`src/rtl/count_pkg.sv`:
```
// Shared types for the count scheduler: counter mode codes, FSM states and the latched job record.
package count_pkg;

  localparam int DATA_W = 4;
  localparam int LEN_W  = 4;
  localparam int WRAP_W = 5;

  typedef enum logic [1:0] {
    PLUSONE    = 2'b00,
    MINUSONE   = 2'b01,
    MINUSTHREE = 2'b10,
    LOAD       = 2'b11
  } mode_t;

  typedef enum logic [1:0] {
    ST_IDLE  = 2'b00,
    ST_RUN   = 2'b01,
    ST_DRAIN = 2'b10,
    ST_DONE  = 2'b11
  } state_t;

  typedef struct packed {
    mode_t             modo;
    logic [DATA_W-1:0] d;
    logic [LEN_W-1:0]  len;
    logic              id;
  } job_t;

endpackage

```
`src/rtl/count_scheduler_if.sv`:
```
// Bundles the two requester ports, the external counter port and the completion report.
interface count_scheduler_if;
  import count_pkg::*;

  logic              req0_valid;
  logic              req0_ready;
  logic [1:0]        req0_modo;
  logic [DATA_W-1:0] req0_d;
  logic [LEN_W-1:0]  req0_len;

  logic              req1_valid;
  logic              req1_ready;
  logic [1:0]        req1_modo;
  logic [DATA_W-1:0] req1_d;
  logic [LEN_W-1:0]  req1_len;

  logic              cnt_enable;
  logic [1:0]        cnt_modo;
  logic [DATA_W-1:0] cnt_d;
  logic              cnt_reset;
  logic [DATA_W-1:0] cnt_q;
  logic              cnt_rco;

  logic              done;
  logic              done_id;
  logic [DATA_W-1:0] done_q;
  logic [WRAP_W-1:0] done_wraps;
  logic              busy;

  modport master (
    output req0_valid, req0_modo, req0_d, req0_len,
    input  req0_ready,
    output req1_valid, req1_modo, req1_d, req1_len,
    input  req1_ready,
    input  cnt_enable, cnt_modo, cnt_d, cnt_reset,
    output cnt_q, cnt_rco,
    input  done, done_id, done_q, done_wraps, busy
  );

  modport slave (
    input  req0_valid, req0_modo, req0_d, req0_len,
    output req0_ready,
    input  req1_valid, req1_modo, req1_d, req1_len,
    output req1_ready,
    output cnt_enable, cnt_modo, cnt_d, cnt_reset,
    input  cnt_q, cnt_rco,
    output done, done_id, done_q, done_wraps, busy
  );

endinterface

```
`src/rtl/rr_arbiter_2.sv`:
```
// Two-way round-robin arbiter: one-hot grant, pointer moves to the requester not served last.
module rr_arbiter_2 (
  input  logic       clk,
  input  logic       reset,
  input  logic [1:0] valid,
  input  logic       advance,
  output logic [1:0] grant
);

  logic ptr;  // 0 favours req0, 1 favours req1

  always_comb begin
    grant = 2'b00;
    if (valid == 2'b11) grant = ptr ? 2'b10 : 2'b01;
    else                grant = valid;
  end

  always_ff @(posedge clk) begin
    if (!reset)       ptr <= 1'b0;
    else if (advance) ptr <= grant[0];
  end

endmodule

```
`src/rtl/count_scheduler.sv`:
```
// Arbitrates two requesters and sequences each accepted job onto an external 4-bit counter.
module count_scheduler
  import count_pkg::*;
(
  input  logic        clk,
  input  logic        reset,
  count_scheduler_if.slave bus
);

  state_t            state;
  job_t              job;
  job_t              req_job;
  logic [LEN_W-1:0]  run_cnt;
  logic              en_r;
  logic              en_d1;
  logic [WRAP_W-1:0] wraps;
  logic [WRAP_W-1:0] wraps_next;
  logic [1:0]        valid;
  logic [1:0]        grant;
  logic              idle;
  logic              accept;

  assign valid = {bus.req1_valid, bus.req0_valid};
  assign idle  = (state == ST_IDLE);

  rr_arbiter_2 u_arb (
    .clk     (clk),
    .reset   (reset),
    .valid   (valid),
    .advance (accept),
    .grant   (grant)
  );

  assign bus.req0_ready = reset & idle & grant[0];
  assign bus.req1_ready = reset & idle & grant[1];
  assign accept = (bus.req0_ready & bus.req0_valid) | (bus.req1_ready & bus.req1_valid);

  always_comb begin
    req_job = '0;
    req_job.id = grant[1];
    if (grant[1]) begin
      req_job.modo = mode_t'(bus.req1_modo);
      req_job.d    = bus.req1_d;
      req_job.len  = bus.req1_len;
    end else begin
      req_job.modo = mode_t'(bus.req0_modo);
      req_job.d    = bus.req0_d;
      req_job.len  = bus.req0_len;
    end
  end

  // Reset overrides the counter controls combinationally so the counter clears on the same edge.
  assign bus.cnt_enable = ~reset | en_r;
  assign bus.cnt_reset  = ~reset;
  assign bus.cnt_modo   = reset ? job.modo : PLUSONE;
  assign bus.cnt_d      = job.d;
  assign bus.busy       = ~idle;

  // rco is only meaningful one cycle after a step actually happened.
  assign wraps_next = wraps + WRAP_W'(en_d1 & bus.cnt_rco);

  always_ff @(posedge clk) begin
    if (accept) job <= req_job;
  end

  always_ff @(posedge clk) begin
    if (!reset) begin
      state          <= ST_IDLE;
      en_r           <= 1'b0;
      en_d1          <= 1'b0;
      run_cnt        <= '0;
      wraps          <= '0;
      bus.done       <= 1'b0;
      bus.done_id    <= 1'b0;
      bus.done_q     <= '0;
      bus.done_wraps <= '0;
    end else begin
      en_d1    <= en_r;
      bus.done <= 1'b0;
      unique case (state)
        ST_IDLE: begin
          if (accept) begin
            state   <= ST_RUN;
            en_r    <= 1'b1;
            run_cnt <= '0;
            wraps   <= '0;
          end
        end
        ST_RUN: begin
          wraps <= wraps_next;
          if (run_cnt == job.len) begin
            en_r  <= 1'b0;
            state <= ST_DRAIN;
          end else begin
            run_cnt <= run_cnt + LEN_W'(1);
          end
        end
        ST_DRAIN: begin
          wraps          <= wraps_next;
          bus.done_q     <= bus.cnt_q;
          bus.done_wraps <= wraps_next;
          bus.done_id    <= job.id;
          bus.done       <= 1'b1;
          state          <= ST_DONE;
        end
        ST_DONE: state <= ST_IDLE;
        default: state <= ST_IDLE;
      endcase
    end
  end

endmodule

```
`src/flat_wrapper.sv`:
```
// flat-port wrapper written by rule: the top's interface ports become plain ports
module count_scheduler_flat import count_pkg::*;
  (clk, reset, bus_req0_valid, bus_req0_modo, bus_req0_d, bus_req0_len, bus_req0_ready, bus_req1_valid, bus_req1_modo, bus_req1_d, bus_req1_len, bus_req1_ready, bus_cnt_enable, bus_cnt_modo, bus_cnt_d, bus_cnt_reset, bus_cnt_q, bus_cnt_rco, bus_done, bus_done_id, bus_done_q, bus_done_wraps, bus_busy);
  count_scheduler_if bus_i ();
  input  logic clk;
  input  logic reset;
  input wire logic [$bits(bus_i.req0_valid)-1:0] bus_req0_valid;
  input wire logic [$bits(bus_i.req0_modo)-1:0] bus_req0_modo;
  input wire logic [$bits(bus_i.req0_d)-1:0] bus_req0_d;
  input wire logic [$bits(bus_i.req0_len)-1:0] bus_req0_len;
  output wire logic [$bits(bus_i.req0_ready)-1:0] bus_req0_ready;
  input wire logic [$bits(bus_i.req1_valid)-1:0] bus_req1_valid;
  input wire logic [$bits(bus_i.req1_modo)-1:0] bus_req1_modo;
  input wire logic [$bits(bus_i.req1_d)-1:0] bus_req1_d;
  input wire logic [$bits(bus_i.req1_len)-1:0] bus_req1_len;
  output wire logic [$bits(bus_i.req1_ready)-1:0] bus_req1_ready;
  output wire logic [$bits(bus_i.cnt_enable)-1:0] bus_cnt_enable;
  output wire logic [$bits(bus_i.cnt_modo)-1:0] bus_cnt_modo;
  output wire logic [$bits(bus_i.cnt_d)-1:0] bus_cnt_d;
  output wire logic [$bits(bus_i.cnt_reset)-1:0] bus_cnt_reset;
  input wire logic [$bits(bus_i.cnt_q)-1:0] bus_cnt_q;
  input wire logic [$bits(bus_i.cnt_rco)-1:0] bus_cnt_rco;
  output wire logic [$bits(bus_i.done)-1:0] bus_done;
  output wire logic [$bits(bus_i.done_id)-1:0] bus_done_id;
  output wire logic [$bits(bus_i.done_q)-1:0] bus_done_q;
  output wire logic [$bits(bus_i.done_wraps)-1:0] bus_done_wraps;
  output wire logic [$bits(bus_i.busy)-1:0] bus_busy;
  assign bus_i.req0_valid = bus_req0_valid;
  assign bus_i.req0_modo = bus_req0_modo;
  assign bus_i.req0_d = bus_req0_d;
  assign bus_i.req0_len = bus_req0_len;
  assign bus_req0_ready = bus_i.req0_ready;
  assign bus_i.req1_valid = bus_req1_valid;
  assign bus_i.req1_modo = bus_req1_modo;
  assign bus_i.req1_d = bus_req1_d;
  assign bus_i.req1_len = bus_req1_len;
  assign bus_req1_ready = bus_i.req1_ready;
  assign bus_cnt_enable = bus_i.cnt_enable;
  assign bus_cnt_modo = bus_i.cnt_modo;
  assign bus_cnt_d = bus_i.cnt_d;
  assign bus_cnt_reset = bus_i.cnt_reset;
  assign bus_i.cnt_q = bus_cnt_q;
  assign bus_i.cnt_rco = bus_cnt_rco;
  assign bus_done = bus_i.done;
  assign bus_done_id = bus_i.done_id;
  assign bus_done_q = bus_i.done_q;
  assign bus_done_wraps = bus_i.done_wraps;
  assign bus_busy = bus_i.busy;
  count_scheduler u_core (.clk(clk), .reset(reset), .bus(bus_i));
endmodule
```
`config.mk`:
```
export PLATFORM = sky130hd
export DESIGN_NAME = count_scheduler_flat
export DESIGN_NICKNAME = d
export VERILOG_FILES = /design/src/rtl/count_pkg.sv /design/src/rtl/count_scheduler_if.sv /design/src/rtl/rr_arbiter_2.sv /design/src/rtl/count_scheduler.sv /design/src/flat_wrapper.sv
export SDC_FILE = /design/constraint.sdc
export NUM_CORES = 1
export LEC_CHECK = 0
export BUFFER_PORTS_ARGS = -buffer_cell sky130_fd_sc_hd__buf_2
export CORE_ASPECT_RATIO = 0.7
export CORE_MARGIN = 5
export CORE_UTILIZATION = 35
export DETAILED_ROUTE_END_ITERATION = 10
export SYNTH_ARGS = -nofsm -noshare
export SYNTH_HDL_FRONTEND = slang
export SYNTH_SLANG_ARGS = --single-unit
```
`constraint.sdc`:
```
create_clock -name clk -period 3.8 [get_ports clk]
set_input_delay 0.19 -clock clk [delete_from_list [all_inputs] [get_ports clk]]
set_output_delay 0.19 -clock clk [all_outputs]
set_load 0.02 [all_outputs]
```
; Word level (Yosys, flattened, before mapping)
; Cells that the tools add are included.
[totals]
register_bits = 36
latchBits = 0
ramBits = 0
romBits = 0
in_bits = 29
out_inout_bits = 22
elab_cells = 58
n_memories = 0
[classes]
add_sub_neg = 2
n_mul = 0
n_div = 0
order_cmp = 0
eq_ne = 8
shift = 0
muxes = 16
n_bitwise = 10
reduce_logical = 8
[op_table]
columns = cell, n
row1 = two-way mux 10 bit, 1
row2 = two-way mux 2 bit, 5
row3 = case mux 5 bit (2 select lines), 1
row4 = two-way mux 4 bit, 2
row5 = case mux 2 bit (4 select lines), 1
row6 = case mux 4 bit (2 select lines), 1
row7 = AND 1 bit, 6
row8 = == test 2 bit (second input constant), 3
row9 = AND reduction 3 bit, 2
row10 = adder 5 bit, 1
row11 = two-way mux 5 bit, 1
row12 = adder 4 x 1 -> 4 bit (second input constant), 1
row13 = == test 4 bit, 1
row14 = != test 2 bit (second input constant), 2
row15 = AND reduction 2 bit, 2
row16 = nonzero test 2 bit, 2
row17 = two-way mux 1 bit, 3
row18 = == test 2 x 1 -> 1 bit (second input constant), 1
row19 = logical NOT 2 bit, 1
row20 = != test 2 x 1 -> 1 bit (second input constant), 1
row21 = NOT 1 bit, 2
row22 = OR 1 bit, 2
row23 = case mux 1 bit (2 select lines), 1
row24 = OR reduction 2 bit, 1

; Logic depth before layout (Yosys ltp)
; Gate-level depths: netlist of the first run.
[logic_depth]
ltp_word = 7
depth_mapped = 7
depth_no_buf = 7

; By module
; From an unflattened synthesis of the first run, not the netlist that was laid out.
[unflattened]
hier_cells = 167
area_unflattened_um2 = 1751.7
[by_module_without_submodules]
columns = module, n_inst, cells_per_inst, area_each_um2, seq_area_each_um2
row1 = count_scheduler, 1, 161, 1691.6, 810.8
row2 = rr_arbiter_2, 1, 6, 60.1, 20.0

; Least setup slack after synthesis of the first run
; Ideal clock, no wire load.
[synth_path]
path_kind = reg-to-reg
start = reg u_core.state[1]
end = reg u_core.run_cnt[2]
setup_ns = 0.120
arrival_time_ns = 1.549
t_required_ns = 3.680
path_slack_ns = 2.131
stages_incl_launch_ff = 8
n_path_buf = 1
period_less_slack_ns = 1.669
path_cell_list = dfxtp_1 inv_1 ha_1 or3b_1 buf_2 nand2_1 nor4b_1 a211o_1
[synth_via]
elab_chain_len = 7
word_cells_on_any_way = 13
cone_classes = 3 x eq/ne / 1 x mux / 6 x bitwise / 3 x reduce/logical
[synth_rtl]
columns = item, line_no
row1 = start: declaration, count_scheduler.sv:10  ; state_t state;
row2 = start signal: assignment, count_scheduler.sv:68  ; state <= ST_IDLE;
row3 = start signal: assignment, count_scheduler.sv:83  ; state <= ST_RUN;
row4 = start signal: assignment, count_scheduler.sv:93  ; state <= ST_DRAIN;
row5 = logical NOT 2 bit, "count_scheduler.sv:24, count_scheduler.sv:80"
row6 = AND 1 bit, "count_scheduler.sv:34, count_scheduler.sv:35"
row7 = "AND 1 bit, on equally long branches", "count_scheduler.sv:34, count_scheduler.sv:35"
row8 = AND 1 bit, count_scheduler.sv:36  ; assign accept = (bus.req0_ready & bus.req0_valid) | (bus.req1_ready & bus.req1_valid);
row9 = OR 1 bit, count_scheduler.sv:36
row10 = != test 2 bit (no line), n/a
row11 = AND reduction 3 bit (no line), n/a
row12 = end signal: assignment, count_scheduler.sv:95  ; run_cnt <= run_cnt + LEN_W'(1);
row13 = end: declaration, count_scheduler.sv:13  ; logic [LEN_W-1:0] run_cnt;
; Several ways; a longest one is shown, not always the timed one.
; A chain may end at the register's enable or synchronous reset.

; Worst setup path after layout of the first run
[layout_path]
start = reg u_core.state[1]
end = reg u_core.job[0] (netlist bit) (enable)
[layout_via]
elab_chain_len = 5
word_cells_on_any_way = 7
cone_classes = 6 x bitwise / 1 x reduce/logical
[layout_rtl]
columns = item, line_no
row1 = logical NOT 2 bit (*), count_scheduler.sv:24  ; assign idle = (state == ST_IDLE);
row2 = AND 1 bit (*), "count_scheduler.sv:34, count_scheduler.sv:35"
row3 = "AND 1 bit, on equally long branches", "count_scheduler.sv:34, count_scheduler.sv:35"
row4 = AND 1 bit, count_scheduler.sv:36
row5 = OR 1 bit (*), count_scheduler.sv:36
row6 = net u_core.accept, count_scheduler.sv:21  ; logic accept;
row7 = end signal: assignment, count_scheduler.sv:63  ; if (accept) job <= req_job;
row8 = end: declaration, count_scheduler.sv:11  ; job_t job;
; Mark *: on every way through the listed nets, which the timed path passes. The rest lies on a longest branch.

==> metrics.md, run 1 <==
| Metric | Value |
|---|---|
| Status | `finished clean` |
| Fin nets | `247` |
| Number of global-route vias before repair | `1299` |
| Yosys top cell area share | `28.49%` |
| H-tree levels | `2` |
| Worst Max-Slew Pin Slew | `988.8 ps` |
| DRC viols | `0` |
| WHS | `129.0 ps` |
| Port Buffers | `50` |
| Final Hold Fails | `0` |
| Max-Cap Viols | `0` |
| Via/cell ratio | `4.694` |
| Hpwl dp | `2727 um` |
| Synth Area per Inst | `10.71 sq um` |
| Starting density of the core | `36.53%` |
| RSZ-0062 raised after global routing | `false` |
| Clk slew on worst S/H paths | `80 ps` |
| Cts repair resizes | `0` |
| Deepest clock path buffer count | `2` |
| Die Footprint | `0.006559 sq mm` |
| Max FO, Critical Path | `11` |
| Grt met1 use | `17.49%` |
| Vias | `1319` |
| Initial antenna violation count | `0` |
| Endpoint type of the worst setup path | `register` |
| Netlist cell types | `43` |
| Primary FF master, synth | `dfxtp_1` |
| # setup viols final | `0` |
| Routed WL | `3662 um` |
| Starting DRT DRC Count | `94` |
| Die Ht | `69.28 um` |
| Register bit total from synthesis | `36` |
| Max-slew violations | `0` |
| Ys Warns | `0` |
| Clk sinks | `36` |
| Synth area leaders | `dfxtp_1, edfxtp_1, mux2_2, ha_1, mux2i_1` |
| Met3 Resource Use GR | `3.796%` |
| Setup TNS Final | `0 ps` |
| Gr usage total | `12.03%` |
| GRT overflow | `0` |
| CTS hold repair buffers | `0` |
| Num ports | `51` |
| CP startpoint kind | `register` |
| Cell count after synthesis | `164` |
| Minimum clock period | `1955 ps` |
| Synth-to-layout area growth | `22.36%` |
| Power Dens Cells | `582.9 mW/mm^2` |
| VDD IR max | `244.4 uV` |
| Post-synth ARST share | `0%` |
| Post-CTS Setup Bufs | `0` |
| Setup WS post-layout | `1845 ps` |
| Pwr Total | `1.253 mW` |
| First-pass GRT wire length | `6223 um` |
| Cell Area, Synth | `0.001757 sq mm` |
| Rel. slew slack | `33.64%` |
| DRT Pass-1 Iters | `4` |
| Skew-Pair Late Insertion Delay | `290 ps` |
| Critical path arrival | `1870 ps` |
| Post-synth EDFFs | `11` |
| Hold Crit Class | `in2reg` |
| Register area share after synthesis | `47.29%` |
| Leakage | `0.9010 nW` |
| GR peak layer | `met1` |
| Diode count | `0` |
| Row cnt | `21` |
| Core Util, Final | `44.70%` |
| Crit Path Class | `reg2reg` |
| ANT nets after route | `0` |
| Fmax achieved | `511.4 MHz` |
| WL/cell | `13.03 um` |
| Largest net degree at the start of global routing | `18` |
| Cts bufs inserted | `5` |
| Clock root buffer | `clkbuf_8` |
| WP data required | `3720 ps` |
| GP Congestion | `0.7438` |
| Setup WS pre-CTS | `1763 ps` |
| Crit share post-route | `51.46%` |
| Dominant cell type by area after synthesis | `dfxtp_1` |
| CTS tree | `done` |
| Clock skew | `7.537 ps` |
| Core ar. | `0.004808 sq mm` |
| Die X | `94.68 um` |
| Syn_nets | `200` |
| Met2 Use GR | `16.25%` |
| Share of cells above drive strength 1 | `36.79%` |
[per-stage QoR]
step | cell area [sq um] | cells
CTS | 2150 | 281
global route | 2150 | 281
detailed placement | 2038 | 273
global placement | 2038 | 273
floorplan | 1757 | 164
finish | 2150 | 281
[registers in the layout, indices dropped and copies added (netlist names)]
name	flops
u_core.job	7
u_core.bus.done_wraps	5
u_core.wraps	5
u_core.bus.cnt_d	4
u_core.bus.done_q	4
u_core.run_cnt	4
u_core.state	2
u_core.bus.done	1
u_core.bus.done_id	1
u_core.en_d1	1
u_core.en_r	1
u_core.u_arb.ptr	1
[power by group]
| group | internal (mW) | switching, mW | leakage, nW |
|---|---|---|---|
| sequential | 0.465 | 0.0371 | 0.307 |
| combinational | 0.155 | 0.256 | 0.540 |
| clock | 0.194 | 0.146 | 0.0541 |
| total | 0.814 | 0.439 | 0.901 |
[final timing paths]
path / startpoint / to / slack [ps] / cells past startpoint
worst max register to register: u_core.state[1] / u_core.job[0] / 1840 / 4
worst min-delay path: bus_cnt_q[3] / u_core.bus.done_q[3] / 130 / 3
worst max-delay path: u_core.state[1] / u_core.job[0] / 1840 / 4
worst min register to register: u_core.bus.done_wraps[3] / u_core.bus.done_wraps[3] / 490 / 2
[cell usage in the layout (no fill, tap or decap), drive strengths merged, types with 3 or more instances in the layout]
cell type and instances:
and2 8, nor2 15, dfxtp 25, buf 50, ha 7, a211oi 3, nand3 5, inv 9
edfxtp 11, nand4 3, clkbuf 5, nand2 7, a21oi 7, o21ai 7, a311oi 3, mux2i 7
mux2 10, xor2 6
[cells in the mapped netlist, drive strengths merged (2+ instances only)]
library cell / instances
xor2: 6
and2: 8
inv: 9
nand2: 7
a311oi: 3
dfxtp: 25
nand4: 3
nor2: 15
ha: 7
mux2: 10
a21oi: 7
buf: 7
mux2i: 7
a211oi: 3
o21ai: 7
o2bb2ai: 2
edfxtp: 11
nand3: 5
or4: 2
clkbuf: 3
a32oi: 2
[metal layers]
| metal | wire length [um] | up-vias | share of wire, % |
|---|---|---|---|
| li1 | - | 676 | - |
| met1 | 1876 | 609 | 51 |
| met2 | 1554 | 32 | 42 |
| met3 | 203 | 2 | 5.5 |
| met4 | 27 | 0 | 0.74 |
| met5 | 0 | - | 0 |
[cell families after synthesis]
kind of cell | after synthesis | share of synthesized area [%]
muxes | 17 | 10.40
AOI/OAI and AO/OA | 30 | 12.04
buffers and inverters | 19 | 5.057
xor gates and xnor gates | 7 | 5.200
and+or+nand+nor | 48 | 15.03
DFF | 36 | 47.29
adders and majority gates | 7 | 4.986
[final cells by class]
type	instances	area [sq um]
sequential	36	830.8
clock inverter	3	42.54
inverter	9	33.78
fill	473	2659
clock buffer	5	68.82
tap	69	86.33
multi-input combinational	109	837.1
timing repair buffer	50	250.2
[worst max-delay path, cell delays in order, from the launching register on]
cell and delay, ps:
dfxtp_1 340, inv_1 100, ha_1 300, nand2_1 120, nor2_1 710
Note: power is estimated with default switching activity, not from simulation.
==> run 2, diff against run 1 <==
==> constraint.sdc (replaced) <==
create_clock -name clk -period 2.1 [get_ports clk]
set_input_delay 0.105 -clock clk [delete_from_list [all_inputs] [get_ports clk]]
set_output_delay 0.105 -clock clk [all_outputs]
set_load 0.02 [all_outputs]
==> run 2 against run 1 <==
Register-to-register slack lost 1600 ps; sequential share of layout area shrank 0.11 points; critical path type unchanged; highest routed layer unchanged; clock power increased by 42%; combinational power grew 85%; core utilization is 0.13 points higher; maximum frequency is 3.6% higher; worst hold slack got worse by 70 ps; clock skew grew 3.3 ps.
==> metrics.md, run 2 (synthesized netlist as in run 1, its figures left out) <==
| Metric | Value |
|---|---|
| Status | `finished clean` |
| Power Dens Cells | `998.0 mW/mm^2 (+71%)` |
| Max FO, Critical Path | `8 (-3)` |
| Buf/Inv on CP | `1 (unchanged)` |
| Die X | `94.68 um (unchanged)` |
| Biggest register | `u_core.job` |
| Rel. slew slack | `69.97% (+36 points)` |
| Deepest clock path buffer count | `2 (unchanged)` |
| Minimum clock period | `1888 ps (-67.61 ps)` |
| Min-delay src | `bus_cnt_q[2]` |
| First-pass GRT wire length | `6196 um (-0.43%)` |
| Setup WS pre-CTS | `247.2 ps (-1516 ps)` |
| GP Congestion | `0.7266 (-2.3%)` |
| Clock root buffer | `clkbuf_8` |
| Fmax achieved | `529.7 MHz (+3.6%)` |
| Commonest non-fill, non-tap cell in the layout | `buf_2` |
| Clk slew on worst S/H paths | `70 ps (about the same)` |
| VDD IR max | `400.8 uV (+64%)` |
| Row cnt | `21 (unchanged)` |
| Clock skew | `10.80 ps (+3.261 ps)` |
| DRT Pass-1 Iters | `4 (unchanged)` |
| Internal reg-to-reg setup slack | `210 ps (-1630 ps)` |
| Skew-Pair Late Insertion Delay | `290 ps (about the same)` |
| Via/cell ratio | `4.709 (+0.32%)` |
| Top flop regs | `u_core.job: 7 flops, u_core.bus.done_wraps: 5 flops, u_core.wraps: 5 flops` |
| Gr usage total | `11.92% (-0.11 points)` |
| FILL cells | `475 (+0.42%)` |
| Post-CTS Setup Bufs | `0 (unchanged)` |
| Endpoint type of the worst setup path | `register` |
| Die Ht | `69.28 um (unchanged)` |
| Min-Delay Endpoint | `u_core.bus.done_q[2]` |
| Hold Crit Class | `in2reg` |
| DRC viols | `0 (unchanged)` |
| H-tree levels | `2 (unchanged)` |
| Hpwl dp | `2805 um (+2.9%)` |
| Port Buffers | `50 (unchanged)` |
| WHS Path Cells | `3 (unchanged)` |
| WP data required | `2270 ps (-1450 ps)` |
| RSZ-0062 raised after global routing | `false` |
| Final Hold Fails | `0 (unchanged)` |
| Share of cells above drive strength 1 | `37.96% (+1.2 points)` |
| Num ports | `51 (unchanged)` |
| Fin nets | `251 (+1.6%)` |
| Initial antenna violation count | `0 (unchanged)` |
| CTS tree | `done` |
| Cts bufs inserted | `5 (unchanged)` |
| Critical path arrival | `2060 ps (+190 ps)` |
| Critical Path Max Stage Delay | `530 ps (-180 ps)` |
| Starting density of the core | `36.53% (unchanged)` |
| Most frequent cells in the layout | `buf_2, dfxtp_1, nor2_1` |
| Multi-input gate area | `837.1 sq um (unchanged)` |
| WL/cell | `13.18 um (+1.1%)` |
| Diode count | `0 (unchanged)` |
| Synth-to-layout area growth | `22.72%` |
| Die Footprint | `0.006559 sq mm (unchanged)` |
| Setup WS post-layout | `212.3 ps (-1632 ps)` |
| # setup viols final | `0 (unchanged)` |
| Crit Path Class | `reg2reg` |
| R2r worst-path depth | `6 (+2)` |
| Max-slew violations | `0 (unchanged)` |
| Starting DRT DRC Count | `51 (-46%)` |
| Core ar. | `0.004808 sq mm (unchanged)` |
| Slowest cell on crit path | `or3b_1` |
| Largest register FFs | `7 (unchanged)` |
| Number of global-route vias before repair | `1302 (+0.23%)` |
| Reg area | `830.8 sq um (unchanged)` |
| Worst Max-Slew Pin Slew | `444.6 ps (-544.2 ps)` |
| Crit share post-route | `89.89% (+38 points)` |
| Max-Cap Viols | `0 (unchanged)` |
| Setup TNS Final | `0 ps (unchanged)` |
| CP startpoint kind | `register` |
| CTS hold repair buffers | `0 (unchanged)` |
| R2R Path Start | `u_core.state[1]` |
| Core Util, Final | `44.83% (+0.13 points)` |
| Clk sinks | `36 (unchanged)` |
| Routed WL | `3756 um (+2.6%)` |
| Largest net degree at the start of global routing | `18 (unchanged)` |
| ANT nets after route | `0 (unchanged)` |
| Leakage | `0.9144 nW (+1.5%)` |
| Cts repair resizes | `0 (unchanged)` |
| Delay-heaviest family, CP | `simple AND/OR/NAND/NOR gates` |
| RR Endpoint | `u_core.run_cnt[2]` |
| Vias | `1342 (+1.7%)` |
| GRT overflow | `0 (unchanged)` |
| WHS | `58.67 ps (-70.34 ps)` |
| Crit-path cells | `inv_1, ha_1, or3b_1, nand2_1, nor4b_1, a211o_1` |
-- run 2: through the flow --
step	area, sq um	total power [mW]	std cells
6_report	2156	2.151	285
5_1_grt	2156	2.293	285
4_1_cts	2156	2.176	285
3_5_place_dp	2068	1.688	277
3_3_place_gp	2068	1.687	277
2_1_floorplan	1757	1.476	164
-- run 2: how the worst max path moves through the flow --
stage / start / to / slack (ps) / depth (start not counted)
floorplan: u_core.state[1] / u_core.run_cnt[2] / 430 / 7
global placement: u_core.state[1] / u_core.run_cnt[2] / 320 / 6
CTS: u_core.state[1] / u_core.run_cnt[2] / 220 / 6
global route: u_core.state[1] / u_core.run_cnt[1] / 90 / 6
finish: u_core.state[1] / u_core.run_cnt[2] / 210 / 6
detailed placement: u_core.state[1] / u_core.run_cnt[2] / 250 / 6
-- run 2: routing by layer --
layer  part of all wire (%)  global-route usage (%)  wire [um]
met5                      0                       0          0
met4                   0.83                   3.360         31
met3                    7.1                   4.013        266
met2                     43                   17.11       1623
met1                     49                   16.89       1834
-- run 2: power breakdown --
group	total (mW)	internal [mW]	switching [mW]	leakage, nW
logic	0.760	0.294	0.466	0.560
clock network	0.483	0.231	0.252	0.0479
registers	0.908	0.841	0.0674	0.307
-- run 2: tightest hold or removal path: cells and delay by family --
kind	cells	cell delay, ps
buffers and inverters	1	80
muxes	1	60
and+or+nand+nor	1	70
-- run 2: final cells by class --
class,instances,area share [%]
Multi-Input combinational cell,109,38.83
Sequential cell,36,38.54
Timing Repair Buffer,54,13.00
Tap cell,69,4.005
Clock buffer,5,3.192
Inverter,9,1.567
Clock inverter,3,0.8706
==> run 3, diff against run 2 <==
--- a/config.mk
+++ b/config.mk
@@ -6,10 +6,15 @@
 export NUM_CORES = 1
 export LEC_CHECK = 0
 export BUFFER_PORTS_ARGS = -buffer_cell sky130_fd_sc_hd__buf_2
+export CELL_PAD_IN_SITES_DETAIL_PLACEMENT = 1
+export CELL_PAD_IN_SITES_GLOBAL_PLACEMENT = 1
 export CORE_ASPECT_RATIO = 0.7
 export CORE_MARGIN = 5
 export CORE_UTILIZATION = 35
 export DETAILED_ROUTE_END_ITERATION = 10
+export GPL_TIMING_DRIVEN = 0
+export HOLD_SLACK_MARGIN = 0.15
+export PLACE_DENSITY_LB_ADDON = 0.1
 export SYNTH_ARGS = -nofsm -noshare
 export SYNTH_HDL_FRONTEND = slang
 export SYNTH_SLANG_ARGS = --single-unit
==> run 3 against run 2 <==
Sequential share of layout area fell by 4.7 points; maximum frequency fell by 4.1%; clock skew fell by 6.6 ps; sequential power barely moved; worst hold slack improved by 99 ps; die area did not move; count of clock-buffer cells in the layout rose by 1; sequential cell count did not move; combinational power rose by 12%; critical path type unchanged; via count rose by 13%; clock power rose by 24%; register-to-register slack got worse by 80 ps.
==> metrics.md, run 3 (synthesized netlist as in run 1, its figures left out) <==
| Metric | Value |
|---|---|
| Final instance area | `0.002455 sq mm (+14%)` |
| Via/cell ratio | `4.813 (+2.2%)` |
| DRC viols | `0 (unchanged)` |
| Setup TNS Final | `0 ps (unchanged)` |
| Max-slew violations | `0 (unchanged)` |
| Pwr Total | `2.360 mW (+9.7%)` |
| Most frequent cells in the layout | `buf_2, dlygate4sd3_1, dfxtp_1` |
| VDD IR max | `400.9 uV (about the same)` |
| Diode count | `0 (unchanged)` |
| Deepest clock path buffer count | `2 (unchanged)` |
| Clk slew on worst S/H paths | `70 ps (about the same)` |
| Fin nets | `282 (+12%)` |
| H-tree levels | `2 (unchanged)` |
| Internal reg-to-reg setup slack | `130 ps (-80 ps)` |
| DRT Pass-1 Iters | `4 (unchanged)` |
| Multi-input gate area | `839.6 sq um (+0.30%)` |
| Number of global-route vias before repair | `1637 (+26%)` |
| Skew-Pair Late Insertion Delay | `280 ps (about the same)` |
| CP startpoint kind | `register` |
| Port Buffers | `50 (unchanged)` |
| Num ports | `51 (unchanged)` |
| Initial antenna violation count | `0 (unchanged)` |
| First-pass GRT wire length | `8024 um (+30%)` |
| Clock root buffer | `clkbuf_8` |
| Starting DRT DRC Count | `47 (-7.8%)` |
| FILL cells | `543 (+14%)` |
| Post-CTS Setup Bufs | `0 (unchanged)` |
| Reg area | `830.8 sq um (unchanged)` |
| Synth-to-layout area growth | `39.74%` |
| ANT nets after route | `0 (unchanged)` |
| Clock skew | `4.149 ps (-6.649 ps)` |
| Leakage | `1.040 nW (+14%)` |
| Die Ht | `69.28 um (unchanged)` |
| Share of cells above drive strength 1 | `34.41% (-3.6 points)` |
| Gr usage total | `15.58% (+3.7 points)` |
| Routed WL | `4805 um (+28%)` |
| Max-Cap Viols | `0 (unchanged)` |
| GP Congestion | `0.7658 (+5.4%)` |
| Final std cells w/o fill | `316 (+11%)` |
| CTS tree | `done` |
| Row cnt | `21 (unchanged)` |
| Status | `finished clean` |
| Crit Path Class | `reg2reg` |
| Die X | `94.68 um (unchanged)` |
| Largest net degree at the start of global routing | `12 (-6)` |
| R2R Path Start | `u_core.state[1]` |
| WP data required | `2270 ps (about the same)` |
| Minimum clock period | `1969 ps (+81.58 ps)` |
| RSZ-0062 raised after global routing | `false` |
| Worst Setup SP | `u_core.state[1]` |
| Max FO, Critical Path | `8 (unchanged)` |
| Vias | `1521 (+13%)` |
| Fmax achieved | `507.8 MHz (-4.1%)` |
| # setup viols final | `0 (unchanged)` |
| Core ar. | `0.004808 sq mm (unchanged)` |
| Final Hold Fails | `0 (unchanged)` |
| Min-delay src | `bus_req0_d[3]` |
| Starting density of the core | `36.53% (unchanged)` |
| Endpoint type of the worst setup path | `register` |
| Power Dens Cells | `961.5 mW/mm^2 (-3.7%)` |
| Crit share post-route | `93.78% (+3.9 points)` |
| Critical path arrival | `2140 ps (+80 ps)` |
| Rel. slew slack | `58.18% (-12 points)` |
| WL/cell | `15.21 um (+15%)` |
| Top flop regs | `u_core.job: 7 flops, u_core.bus.done_wraps: 5 flops, u_core.wraps: 5 flops` |
| Die Footprint | `0.006559 sq mm (unchanged)` |
| Worst Max-Slew Pin Slew | `626.6 ps (+182.0 ps)` |
| DP Cell Count | `283 (+2.2%)` |
| Largest register FFs | `7 (unchanged)` |
| Hold Crit Class | `in2reg` |
| Cell Area, Placed | `0.002093 sq mm (+1.2%)` |
| GRT overflow | `0 (unchanged)` |
| Hpwl dp | `3355 um (+20%)` |
| Biggest register | `u_core.job` |
| Commonest non-fill, non-tap cell in the layout | `buf_2` |
| Cts bufs inserted | `5 (unchanged)` |
| Clk sinks | `36 (unchanged)` |
==> run 3: layer usage <==
metal	global-route usage [%]	part of all wire, %	vias up
met5	0	0	-
met4	4.160	0.37	0
met3	5.965	8.8	2
met2	24.53	47	41
met1	19.87	44	736
li1	-	-	742
==> run 3: critical path, cell delays in order (launching register included) <==
cell and delay, ps:
dfxtp_1 360, inv_1 120, ha_1 350, or3b_1 380, buf_2 190, nand2_1 120, nor4b_1 60, a211o_1 280
==> run 3: layout make-up <==
| cell class | count | share of cell area, % |
|---|---|---|
| inverters | 9 | 1.376 |
| plain buffers | 10 | 2.294 |
| well taps | 69 | 3.517 |
| clock inverters | 2 | 1.427 |
| flip-flops and latches | 36 | 33.84 |
| repair buffers | 75 | 20.39 |
| clock buffers | 6 | 2.956 |
| multi-input cells | 109 | 34.20 |
==> run 3: path summary, 6_finish.rpt <==
kind              cells past startpoint                  endpoint
hold reg to reg                       2  u_core.bus.done_wraps[4]
setup reg to reg                      7         u_core.run_cnt[2]
setup / recovery                      7         u_core.run_cnt[2]
hold / removal                        2       u_core.bus.cnt_d[3]
==> run 3: stage by stage <==
| stage | hold WS, ps | setup WS [ps] | util, % |
|---|---|---|---|
| 2_1_floorplan | 221.1 | 431.3 | - |
| 3_3_place_gp | 341.1 | 81.88 | 43.53 |
| 6_report | 157.3 | 130.7 | 51.05 |
| 4_1_cts | 158.5 | 132.4 | 51.03 |
| 3_5_place_dp | 357.2 | -32.02 | 43.53 |
| 5_1_grt | 158.1 | 20.80 | 51.05 |
==> run 3: report_power, final <==
part           leakage (nW)  switching [mW]  internal (mW)
Combinational         0.678           0.517          0.331
Sequential            0.307          0.0701          0.841
Clock                0.0552           0.248          0.353
Total                  1.04           0.835           1.52
==> run 3: repair_timing <==
action | 4_1_cts | 5_1_grt
hold buffers | 25 | 0
setup endpoints to repair | 11 | 1
gates resized for setup | 1 | 1
endpoints found under the hold margin | 16 | 0
